===== src/rtl/piso_scan16_pkg.sv =====
// Shared types and constants for the 16-bit parallel-in/serial-out scanner.
// Select start/end points depend on the scan direction.
package piso_scan16_pkg;

  localparam int SEL_W  = 4;
  localparam int WORD_W = 16;

  typedef enum logic {
    ST_IDLE = 1'b0,
    ST_SCAN = 1'b1
  } state_t;

  function automatic logic [SEL_W-1:0] sel_start(input bit msb_first);
    return msb_first ? {SEL_W{1'b1}} : {SEL_W{1'b0}};
  endfunction

  function automatic logic [SEL_W-1:0] sel_end(input bit msb_first);
    return msb_first ? {SEL_W{1'b0}} : {SEL_W{1'b1}};
  endfunction

endpackage


===== src/rtl/piso_scan16_if.sv =====
// Word-load handshake, serial-out stream and debug taps of the scanner.
// master = environment (source + sink), slave = scanner.
interface piso_scan16_if;
  import piso_scan16_pkg::*;

  logic              in_valid;
  logic              in_ready;
  logic [WORD_W-1:0] in_data;
  logic              out_valid;
  logic              out_ready;
  logic              out_bit;
  logic              out_last;
  logic [SEL_W-1:0]  sel;
  logic              busy;

  modport master (
    output in_valid, in_data, out_ready,
    input  in_ready, out_valid, out_bit, out_last, sel, busy
  );

  modport slave (
    input  in_valid, in_data, out_ready,
    output in_ready, out_valid, out_bit, out_last, sel, busy
  );

endinterface


===== src/rtl/piso_scan16_mux16.sv =====
// Structural 16:1 bit mux built as a four-level tree of 2:1 selects.
module mux16
  import piso_scan16_pkg::*;
(
  input  logic [WORD_W-1:0] X,
  input  logic [SEL_W-1:0]  sel,
  output logic              Y
);

  logic [7:0] l1;
  logic [3:0] l2;
  logic [1:0] l3;

  for (genvar i = 0; i < 8; i++) begin : g_l1
    assign l1[i] = sel[0] ? X[2*i+1] : X[2*i];
  end

  for (genvar i = 0; i < 4; i++) begin : g_l2
    assign l2[i] = sel[1] ? l1[2*i+1] : l1[2*i];
  end

  for (genvar i = 0; i < 2; i++) begin : g_l3
    assign l3[i] = sel[2] ? l2[2*i+1] : l2[2*i];
  end

  assign Y = sel[3] ? l3[1] : l3[0];

endmodule


===== src/rtl/piso_scan16.sv =====
// Parallel-in/serial-out scanner: latches a 16-bit word and walks sel through
// mux16, presenting one bit per accepted transfer on a valid/ready stream.
module piso_scan16
  import piso_scan16_pkg::*;
#(
  parameter bit MSB_FIRST = 1'b0,
  parameter bit B2B       = 1'b1
)(
  input  logic            clk,
  input  logic            rst,
  piso_scan16_if.slave    bus
);

  localparam logic [SEL_W-1:0] START = sel_start(MSB_FIRST);
  localparam logic [SEL_W-1:0] END   = sel_end(MSB_FIRST);

  state_t            state;
  logic [WORD_W-1:0] word_q;
  logic [SEL_W-1:0]  sel_q;
  logic              out_bit;
  logic              scan;
  logic              last;
  logic              xfer;
  logic              in_ready;
  logic              load;

  assign scan = (state == ST_SCAN);
  assign last = scan && (sel_q == END);
  assign xfer = scan && bus.out_ready;

  // The final-bit transfer may also open the load window so words run back to back.
  assign in_ready = !rst && (!scan || (B2B && xfer && last));
  assign load     = bus.in_valid && in_ready;

  always_ff @(posedge clk or posedge rst) begin
    if (rst) begin
      state  <= ST_IDLE;
      word_q <= '0;
      sel_q  <= START;
    end else if (load) begin
      state  <= ST_SCAN;
      word_q <= bus.in_data;
      sel_q  <= START;
    end else if (xfer) begin
      if (last) begin
        state <= ST_IDLE;
        sel_q <= START;
      end else if (MSB_FIRST) begin
        sel_q <= sel_q - 1'b1;
      end else begin
        sel_q <= sel_q + 1'b1;
      end
    end
  end

  mux16 u_mux (
    .Y   (out_bit),
    .X   (word_q),
    .sel (sel_q)
  );

  assign bus.in_ready  = in_ready;
  assign bus.out_valid = scan;
  assign bus.out_bit   = out_bit;
  assign bus.out_last  = last;
  assign bus.sel       = sel_q;
  assign bus.busy      = scan;

endmodule


===== src/flat_wrapper.sv =====
// flat-port wrapper written by rule: the top's interface ports become plain ports
module piso_scan16_flat import piso_scan16_pkg::*;
#(
  parameter bit MSB_FIRST = 1'b0,
  parameter bit B2B       = 1'b1
)
  (clk, rst, bus_in_valid, bus_in_data, bus_out_ready, bus_in_ready, bus_out_valid, bus_out_bit, bus_out_last, bus_sel, bus_busy);
  piso_scan16_if bus_i ();
  input  logic clk;
  input  logic rst;
  input wire logic [$bits(bus_i.in_valid)-1:0] bus_in_valid;
  input wire logic [$bits(bus_i.in_data)-1:0] bus_in_data;
  input wire logic [$bits(bus_i.out_ready)-1:0] bus_out_ready;
  output wire logic [$bits(bus_i.in_ready)-1:0] bus_in_ready;
  output wire logic [$bits(bus_i.out_valid)-1:0] bus_out_valid;
  output wire logic [$bits(bus_i.out_bit)-1:0] bus_out_bit;
  output wire logic [$bits(bus_i.out_last)-1:0] bus_out_last;
  output wire logic [$bits(bus_i.sel)-1:0] bus_sel;
  output wire logic [$bits(bus_i.busy)-1:0] bus_busy;
  assign bus_i.in_valid = bus_in_valid;
  assign bus_i.in_data = bus_in_data;
  assign bus_i.out_ready = bus_out_ready;
  assign bus_in_ready = bus_i.in_ready;
  assign bus_out_valid = bus_i.out_valid;
  assign bus_out_bit = bus_i.out_bit;
  assign bus_out_last = bus_i.out_last;
  assign bus_sel = bus_i.sel;
  assign bus_busy = bus_i.busy;
  piso_scan16 #(.MSB_FIRST(MSB_FIRST), .B2B(B2B)) u_core (.clk(clk), .rst(rst), .bus(bus_i));
endmodule

===== config.mk =====
export PLATFORM = sky130hd
export DESIGN_NAME = piso_scan16_flat
export DESIGN_NICKNAME = d
export VERILOG_FILES = /design/src/rtl/piso_scan16_pkg.sv /design/src/rtl/piso_scan16_if.sv /design/src/rtl/piso_scan16_mux16.sv /design/src/rtl/piso_scan16.sv /design/src/flat_wrapper.sv
export SDC_FILE = /design/constraint.sdc
export NUM_CORES = 1
export LEC_CHECK = 0
export ABC_AREA = 1
export CAP_MARGIN = 20
export CORE_MARGIN = 2
export CORE_UTILIZATION = 45
export DETAILED_ROUTE_END_ITERATION = 10
export GPL_TIMING_DRIVEN = 1
export PLACE_DENSITY_LB_ADDON = 0.1
export SLEW_MARGIN = 25
export SYNTH_ARGS = -nofsm -noshare
export SYNTH_HDL_FRONTEND = slang
export SYNTH_SLANG_ARGS = --single-unit

===== constraint.sdc =====
create_clock -name clk -period 3.6 [get_ports clk]
set_input_delay 0.54 -clock clk [delete_from_list [all_inputs] [get_ports clk]]
set_output_delay 0.54 -clock clk [all_outputs]
set_load 0.005 [all_outputs]

==> impl_metrics.py, run 1 <==
metrics = {
    "job": {
        "maxCapViolCount": 0,
    },
    "power": {
        "leakage_uw": 0.0007829,
        "irDropWorstVdd_mv": 0.4382,
        "p_per_area_mw_per_mm2": 718.8,
    },
    "clocking": {
        "post_cts_buffers": 0,
        "cts_resized": 0,
        "clockBufferDepth": 2,
        "cts_tree": "done",
        "hold_buffers": 0,
        "clock_sinks": 21,
        "root_buffer": "clkbuf_4",
        "htree_levels": 1,
        "cts.reportedPaths.clkPinSlew_ns": 0.12,
        "cts_buffers": 3,
        "clk-insertion-delay-late_ns": 0.31,
    },
    "global_route": {
        "antenna_found_initial": 0,
        "globalRoute.totalOverflow": 0,
        "grt_use_total_pct": 18.90,
        "grt_pass1_wl_um": 4560,
        "grt_max_degree": 23,
        "grt_pass1_vias": 1104,
    },
    "critical_path": {
        "reg2reg_from": "u_core.bus.sel[0]",
        "critPathKind": "register to primary output",
        "r2r_slack_ns": 1.46,
        "crit_start": "u_core.bus.sel[0]",
        "worstPathMaxFanout": 19,
        "worst-r2r-cell-count": 6,
        "worstPathRequired_ns": 3.06,
        "cp.arrival_ns": 2.49,
        "crit_path_end_kind": "primary output",
        "cp-start-kind": "register",
    },
    "final_layout": {
        "drive_above_1_share_pct": 4.255,
        "n_antenna_cell": 0,
        "area_growth_pct": 26.30,
        "layout.nets": 210,
        "fillerInstances": 226,
    },
    "placed_design": {
        "globalplace.congestion": 0.8475,
        "port-buffer-count": 28,
        "place_hpwl_um": 1802,
    },
    "sta": {
        "fin_skew_ns": 0.001393,
        "rsz0062_at_grt": "no",
        "setup_viol": 0,
        "fmax_ghz": 0.3302,
        "min_period_ns": 3.029,
        "slew_headroom_pct": 51.35,
        "final_hold_viol_count": 0,
        "tightest_slew_ns": 0.7275,
        "slew_viol_final": 0,
        "period_share_pct": 84.13,
        "tns_ns": 0,
        "whs_ns": 0.4854,
    },
    "yosys": {
        "syn_area_mm2": 0.001180,
        "ys_seq_area_share_pct": 44.54,
        "yosys.cell_types.count": 18,
        "ys_warn_count": 0,
        "synth-edff-count": 0,
        "synth_seq_cells": 21,
        "syn_area_per_cell_um2": 7.283,
        "syn-num-nets": 183,
        "async_flop_share_pct": 100.0,
        "synthCells": 162,
        "synth_ff_type": "dfrtp_1",
    },
    "detailed_routing": {
        "drc": 0,
        "wl_per_cell_um": 11.71,
        "dr_total_vias": 1099,
        "first_iter_violations": 17,
        "viasPerCell": 5.041,
        "detail-route-antenna-nets": 0,
        "wl_um": 2552,
        "dr.pass1.iters": 4,
    },
    "floorplan": {
        "die_w_um": 55.21,
        "initial_core_util_pct": 47.63,
        "fp.dieH_um": 55.21,
        "core_mm2": 0.002477,
        "ioPinCount": 29,
        "die_area_mm2": 0.003048,
        "std_cell_rows": 18,
    },
    "status": {
        "status": "finished clean",
    },
    "hold_path": {
        "holdPathStages": 2,
        "hold_path_class": "register to register",
        "hp-start": "u_core.word_q[4]",
    },
}
-- layer usage --
| layer | up-vias | track usage (%) | wire, um |
|---|---|---|---|
| met4 | 0 | 11.50 | 64 |
| met3 | 9 | 4.215 | 117 |
| met1 | 502 | 21.27 | 1111 |
| met5 | - | 0 | 0 |
| met2 | 27 | 32.31 | 1258 |
| li1 | 561 | - | - |
-- flip-flops by register name, indices dropped and copies added, names as in the netlist --
register / flops
u_core.bus.sel: 4
u_core.bus.busy: 1
u_core.word_q: 16
-- power breakdown --
group | internal, uW | switching (uW) | total (uW)
Combinational | 237 | 262 | 499
Sequential | 350 | 107 | 457
Clock | 43.3 | 72.8 | 116
Total | 630 | 441 | 1070
-- cell families (layout without fill, tap and decap cells) --
family	Yosys count	in the layout	share of synthesized area [%]
AO/OA/AOI/OAI	4	4	2.970
adder cells (fa/ha/maj)	1	1	1.060
flip-flops	21	21	44.54
buffers and inverters	33	59	11.77
AND/OR/NAND/NOR	102	102	38.92
XOR/XNOR	1	1	0.7424
-- area by class of cell --
class | count | area, um^2 | area share, %
Clock buffer | 4 | 26.28 | 1.763
Inverter | 26 | 97.59 | 6.549
Multi-Input combinational cell | 108 | 515.5 | 34.59
Sequential cell | 21 | 525.5 | 35.26
Tap cell | 30 | 37.54 | 2.519
Timing Repair Buffer | 29 | 287.8 | 19.31
-- Yosys cell counts (2+ instances only) --
cell type | count | area share, %
clkbuf_1 | 4 | 1.3
inv_1 | 25 | 8.0
dfrtp_1 | 21 | 45
nor2_1 | 4 | 1.3
buf_4 | 2 | 1.3
nand3_1 | 13 | 5.5
nand4_1 | 16 | 8.5
nand2_1 | 67 | 21
-- per-stage QoR --
stage / worst slack (ns) / instance area [um^2] / total power (uW) / util, % / cells
floorplan: 1.699 / 1180 / 779.0 / - / 162
CTS: 0.5608 / 1490 / 1084 / 60.15 / 218
detailed placement: 0.7573 / 1464 / 966.1 / 59.09 / 214
finish: 0.5712 / 1490 / 1071 / 60.15 / 218
global route: 0.3382 / 1490 / 1190 / 60.15 / 218
global placement: 0.7962 / 1464 / 949.4 / 59.09 / 214
-- cell usage in the layout (no fill, tap or decap), drive strengths merged --
cell type | netlist | layout
o31ai | 1 | 1
dfrtp | 21 | 21
nor2 | 4 | 4
clkdlybuf4s50 | 0 | 28
buf | 3 | 1
clkbuf | 4 | 4
nand2 | 67 | 67
a31oi | 1 | 1
nand4 | 16 | 16
xor2 | 1 | 1
nand3 | 15 | 15
ha | 1 | 1
o21ai | 2 | 2
inv | 26 | 26
-- final timing paths --
| check | to |
|---|---|
| max in group asynchronous | u_core.word_q[12] |
| worst max-delay path | bus_in_ready |
| worst max register to register | u_core.word_q[5] |
| min in group asynchronous | u_core.word_q[0] |
| worst min-delay path | u_core.word_q[4] |
| worst min register to register | u_core.word_q[4] |
-- worst max-delay path, cell delays in order (launching register included) --
cell and delay (ns):
dfrtp_1 0.62, ha_1 0.29, nand3_2 0.13, o21ai_4 0.47, inv_1 0.08, nor2_1 0.09, clkdlybuf4s50_1 0.50
Note: power is estimated with default switching activity, not from simulation.
==> run 2: changes to the inputs <==
==> constraint.sdc (replaced) <==
create_clock -name clk -period 3.1 [get_ports clk]
set_input_delay 0.465 -clock clk [delete_from_list [all_inputs] [get_ports clk]]
set_output_delay 0.465 -clock clk [all_outputs]
set_load 0.005 [all_outputs]
==> impl_metrics.py, run 2 (synthesis results as in run 1) <==
metrics = {
    "placed_design": {
        "globalplace.congestion": 0.8213,
        "port-buffer-count": 28,
        "place_hpwl_um": 1866,
    },
    "hold_path": {
        "hold_path_class": "input port to asynchronous set/reset pin",
    },
    "critical_path": {
        "reg2reg_from": "u_core.bus.sel[0]",
        "crit_start": "u_core.bus.sel[0]",
        "cp.arrival_ns": 2.18,
        "rr_endpoint": "u_core.word_q[1]",
        "critPathKind": "register to primary output",
        "worst-r2r-cell-count": 7,
        "worstPathMaxFanout": 14,
        "worstPathRequired_ns": 2.63,
        "r2r_slack_ns": 1.09,
        "crit_path_end_kind": "primary output",
        "cp-start-kind": "register",
    },
    "clocking": {
        "htree_levels": 1,
        "root_buffer": "clkbuf_4",
        "clockBufferDepth": 2,
        "clock_sinks": 21,
        "cts.reportedPaths.clkPinSlew_ns": 0.12,
        "cts_buffers": 3,
        "cts_tree": "done",
        "hold_buffers": 0,
        "cts_resized": 0,
        "clk-insertion-delay-late_ns": 0.30,
        "post_cts_buffers": 0,
    },
    "status": {
        "status": "finished clean",
    },
    "power": {
        "p_per_area_mw_per_mm2": 835.4,
        "irDropWorstVdd_mv": 0.4291,
        "leakage_uw": 0.0007930,
    },
    "sta": {
        "final_hold_viol_count": 0,
        "fmax_ghz": 0.3788,
        "min_period_ns": 2.640,
        "period_share_pct": 85.17,
        "rsz0062_at_grt": "no",
        "fin_skew_ns": 0.0009009,
        "setup_viol": 0,
        "whs_ns": 0.4616,
        "slew_headroom_pct": 70.32,
        "tightest_slew_ns": 0.4452,
        "slew_viol_final": 0,
        "tns_ns": 0,
    },
    "global_route": {
        "antenna_found_initial": 0,
        "grt_pass1_wl_um": 4526,
        "globalRoute.totalOverflow": 0,
        "grt_pass1_vias": 1108,
        "grt_use_total_pct": 18.23,
        "grt_max_degree": 23,
    },
    "final_layout": {
        "regMostFlops": "u_core.word_q",
        "mostFrequentLayoutCell": "nand2_1",
        "mostFrequentLayoutCells": "nand2_1, clkdlybuf4s50_1, inv_1",
        "n_antenna_cell": 0,
        "drive_above_1_share_pct": 5.263,
        "area_growth_pct": 27.57,
        "layout.nets": 212,
        "largest_reg_flops": 16,
    },
    "floorplan": {
        "ioPinCount": 29,
        "die_area_mm2": 0.003048,
        "core_mm2": 0.002477,
        "std_cell_rows": 18,
        "die_w_um": 55.21,
        "initial_core_util_pct": 47.63,
        "fp.dieH_um": 55.21,
    },
    "detailed_routing": {
        "detail-route-antenna-nets": 0,
        "first_iter_violations": 23,
        "dr.pass1.iters": 4,
        "dr_total_vias": 1121,
        "viasPerCell": 5.095,
        "wl_per_cell_um": 11.70,
        "wl_um": 2573,
        "drc": 0,
    },
    "job": {
        "maxCapViolCount": 0,
    },
}
run 2: per-layer routing:
| layer | part of all wire [%] | GRT usage, % | vias up |
|---|---|---|---|
| li1 | - | - | 566 |
| met2 | 49 | 31.97 | 29 |
| met1 | 46 | 21.03 | 522 |
| met5 | 0 | 0 | - |
| met4 | 0.93 | 6.969 | 0 |
| met3 | 4.9 | 4.918 | 4 |
run 2: layout make-up:
type                    count  area, um^2
repair buffers             31       302.8
fillers                   255       972.2
multi-input cells         108       515.5
inverters                  26       97.59
well taps                  30       37.54
flip-flops and latches     21       525.5
clock buffers               4       26.28
run 2: worst max-delay path, stage by stage, from the launching register on:
cell             delay, ns
dfrtp_1               0.64
ha_1                  0.30
nand3_2               0.12
o21ai_4               0.17
inv_1                 0.06
nor2_1                0.08
clkdlybuf4s50_1       0.50
run 2: worst max path at each step:
stage                   endpoint  slack (ns)  depth (start not counted)
floorplan           bus_in_ready        1.27                          6
global placement    bus_in_ready        0.74                          6
detailed placement  bus_in_ready        0.75                          6
CTS                 bus_in_ready        0.46                          6
global route         bus_out_bit        0.27                          9
finish              bus_in_ready        0.46                          6
run 2: report_power, final:
part	internal (uW)	switching, uW
Sequential	406	127
Combinational	281	309
Clock	50.2	83.8
run 2: metrics by stage:
| stage | utilization (%) | setup slack [ns] | total power (uW) | cells | area (um^2) |
|---|---|---|---|---|---|
| 2_1_floorplan | - | 1.274 | 904.7 | 162 | 1180 |
| 3_3_place_gp | 59.70 | 0.7367 | 1115 | 216 | 1479 |
| 3_5_place_dp | 59.70 | 0.7470 | 1133 | 216 | 1479 |
| 4_1_cts | 60.76 | 0.4622 | 1268 | 220 | 1505 |
| 5_1_grt | 60.76 | 0.2700 | 1387 | 220 | 1505 |
| 6_report | 60.76 | 0.4599 | 1257 | 220 | 1505 |
==> run 3: changes to the inputs <==
--- a/config.mk
+++ b/config.mk
@@ -8,7 +8,7 @@
 export ABC_AREA = 1
 export CAP_MARGIN = 20
 export CORE_MARGIN = 2
-export CORE_UTILIZATION = 45
+export CORE_UTILIZATION = 43
 export DETAILED_ROUTE_END_ITERATION = 10
 export GPL_TIMING_DRIVEN = 1
 export PLACE_DENSITY_LB_ADDON = 0.1
==> constraint.sdc (replaced) <==
create_clock -name clk -period 2.2 [get_ports clk]
set_input_delay 0.33 -clock clk [delete_from_list [all_inputs] [get_ports clk]]
set_output_delay 0.33 -clock clk [all_outputs]
set_load 0.005 [all_outputs]
==> impl_metrics.py, run 3 (synthesis results as in run 1) <==
metrics = {
    "clocking": {
        "clock_sinks": 21,
        "root_buffer": "clkbuf_4",
        "hold_buffers": 0,
        "cts.reportedPaths.clkPinSlew_ns": 0.12,
        "cts_tree": "done",
        "clockBufferDepth": 2,
        "clk-insertion-delay-late_ns": 0.30,
        "htree_levels": 1,
        "cts_buffers": 3,
    },
    "sta": {
        "min_period_ns": 2.046,
        "tightest_slew_ns": 0.2911,
        "period_share_pct": 93.01,
        "fin_skew_ns": 0.004270,
        "tns_ns": 0,
        "fmax_ghz": 0.4887,
        "whs_ns": 0.2840,
        "rsz0062_at_grt": "no",
        "final_hold_viol_count": 0,
        "setup_viol": 0,
        "slew_viol_final": 0,
        "slew_headroom_pct": 80.53,
    },
    "final_layout": {
        "mostFrequentLayoutCells": "nand2_1, clkdlybuf4s50_1, inv_1",
        "area_growth_pct": 33.83,
        "regMostFlops": "u_core.word_q",
        "mostFrequentLayoutCell": "nand2_1",
        "layout.nets": 218,
        "largest_reg_flops": 16,
        "n_antenna_cell": 0,
        "drive_above_1_share_pct": 11.22,
    },
    "global_route": {
        "grt_pass1_vias": 1084,
        "grt_use_total_pct": 18.65,
        "antenna_found_initial": 0,
        "grt_pass1_wl_um": 4761,
        "globalRoute.totalOverflow": 0,
        "grt_max_degree": 21,
    },
    "floorplan": {
        "fp.dieH_um": 56.38,
        "die_area_mm2": 0.003179,
        "ioPinCount": 29,
        "die_w_um": 56.38,
        "core_mm2": 0.002545,
        "initial_core_util_pct": 46.36,
        "std_cell_rows": 18,
    },
    "critical_path": {
        "critPathMaxStageDelay_ns": 0.54,
        "crit_path_end_kind": "primary output",
        "path_cells": "nand2_1, nor2_1, clkdlybuf4s50_1",
        "critPathKind": "register to primary output",
        "slowest_stage": "clkdlybuf4s50_1",
        "cp-start-kind": "register",
        "cpLargestDelayFamily": "buffers and inverters",
        "cp_num_buf_inv": 1,
        "cp.arrival_ns": 1.72,
        "worstPathMaxFanout": 5,
        "worstPathRequired_ns": 1.87,
        "worstSetupPathDepth": 3,
        "worst-r2r-cell-count": 6,
    },
    "detailed_routing": {
        "wl_per_cell_um": 12.08,
        "dr.pass1.iters": 4,
        "first_iter_violations": 46,
        "wl_um": 2730,
        "viasPerCell": 5.128,
        "dr_total_vias": 1159,
        "drc": 0,
        "detail-route-antenna-nets": 0,
    },
    "power": {
        "p_per_area_mw_per_mm2": 1197,
        "leakage_uw": 0.0008483,
        "internal-power_uw": 1117,
        "p_clk_share_pct": 10.1,
        "irDropWorstVdd_mv": 0.8238,
        "power_frac_seq_pct": 38.3,
        "switchingPower_uw": 773.3,
        "sw_frac_of_total_pct": 40.90,
        "p_comb_share_pct": 51.6,
    },
    "placed_design": {
        "place_hpwl_um": 1948,
        "globalplace.congestion": 0.7757,
        "port-buffer-count": 28,
    },
    "hold_path": {
        "hold_path_class": "input port to asynchronous set/reset pin",
    },
    "job": {
        "maxCapViolCount": 0,
    },
    "status": {
        "status": "finished clean",
    },
}
==> run 3: cell type report <==
type                    instances  area, um^2
flip-flops and latches         21       529.3
inverters                      26       100.1
multi-input cells             108       528.0
well taps                      30       37.54
fillers                       251       965.9
repair buffers                 37       357.8
clock buffers                   4       26.28
==> run 3: per-stage QoR <==
| stage | setup WS [ns] | area (um^2) | total power, uW | util (%) | cells |
|---|---|---|---|---|---|
| 2_1_floorplan | 0.5094 | 1180 | 1275 | - | 162 |
| 3_3_place_gp | 0.1078 | 1501 | 1605 | 59.00 | 219 |
| 3_5_place_dp | 0.1145 | 1501 | 1628 | 59.00 | 219 |
| 4_1_cts | 0.01486 | 1548 | 1865 | 60.82 | 223 |
| 5_1_grt | 0.08718 | 1579 | 2091 | 62.05 | 226 |
| 6_report | 0.1538 | 1579 | 1891 | 62.05 | 226 |
==> run 3: worst paths after layout <==
kind	slack, ns	from	to
min reg2reg	0.49	u_core.word_q[6]	u_core.word_q[6]
max in group asynchronous	1.43	rst	u_core.word_q[1]
min	0.28	rst	u_core.word_q[11]
min in group clk	0.49	u_core.word_q[6]	u_core.word_q[6]
max reg2reg	0.59	u_core.bus.sel[3]	u_core.word_q[12]
max	0.15	u_core.bus.sel[3]	bus_out_last
==> run 3: what timing repair did <==
action	in CTS	in global routing
resized for setup	7	5
hold endpoints to repair	0	0
pin swaps	1	0
cloned	0	1
setup buffers	0	2
setup endpoints to repair	2	2
==> run 3: power groups by stage <==
stage          Combinational, uW  Sequential, uW  Clock (uW)
2_1_floorplan                573             702           0
3_3_place_gp                 892             713           0
3_5_place_dp                 905             723           0
4_1_cts                      937             727         202
5_1_grt                     1130             751         215
6_report                     975             724         192
==> run 3: per-layer routing <==
| layer | GRT usage (%) | routed length (um) |
|---|---|---|
| met5 | 0 | 0 |
| met2 | 33.11 | 1384 |
| met4 | 4.762 | 12 |
| met3 | 2.995 | 174 |
| met1 | 23.50 | 1158 |
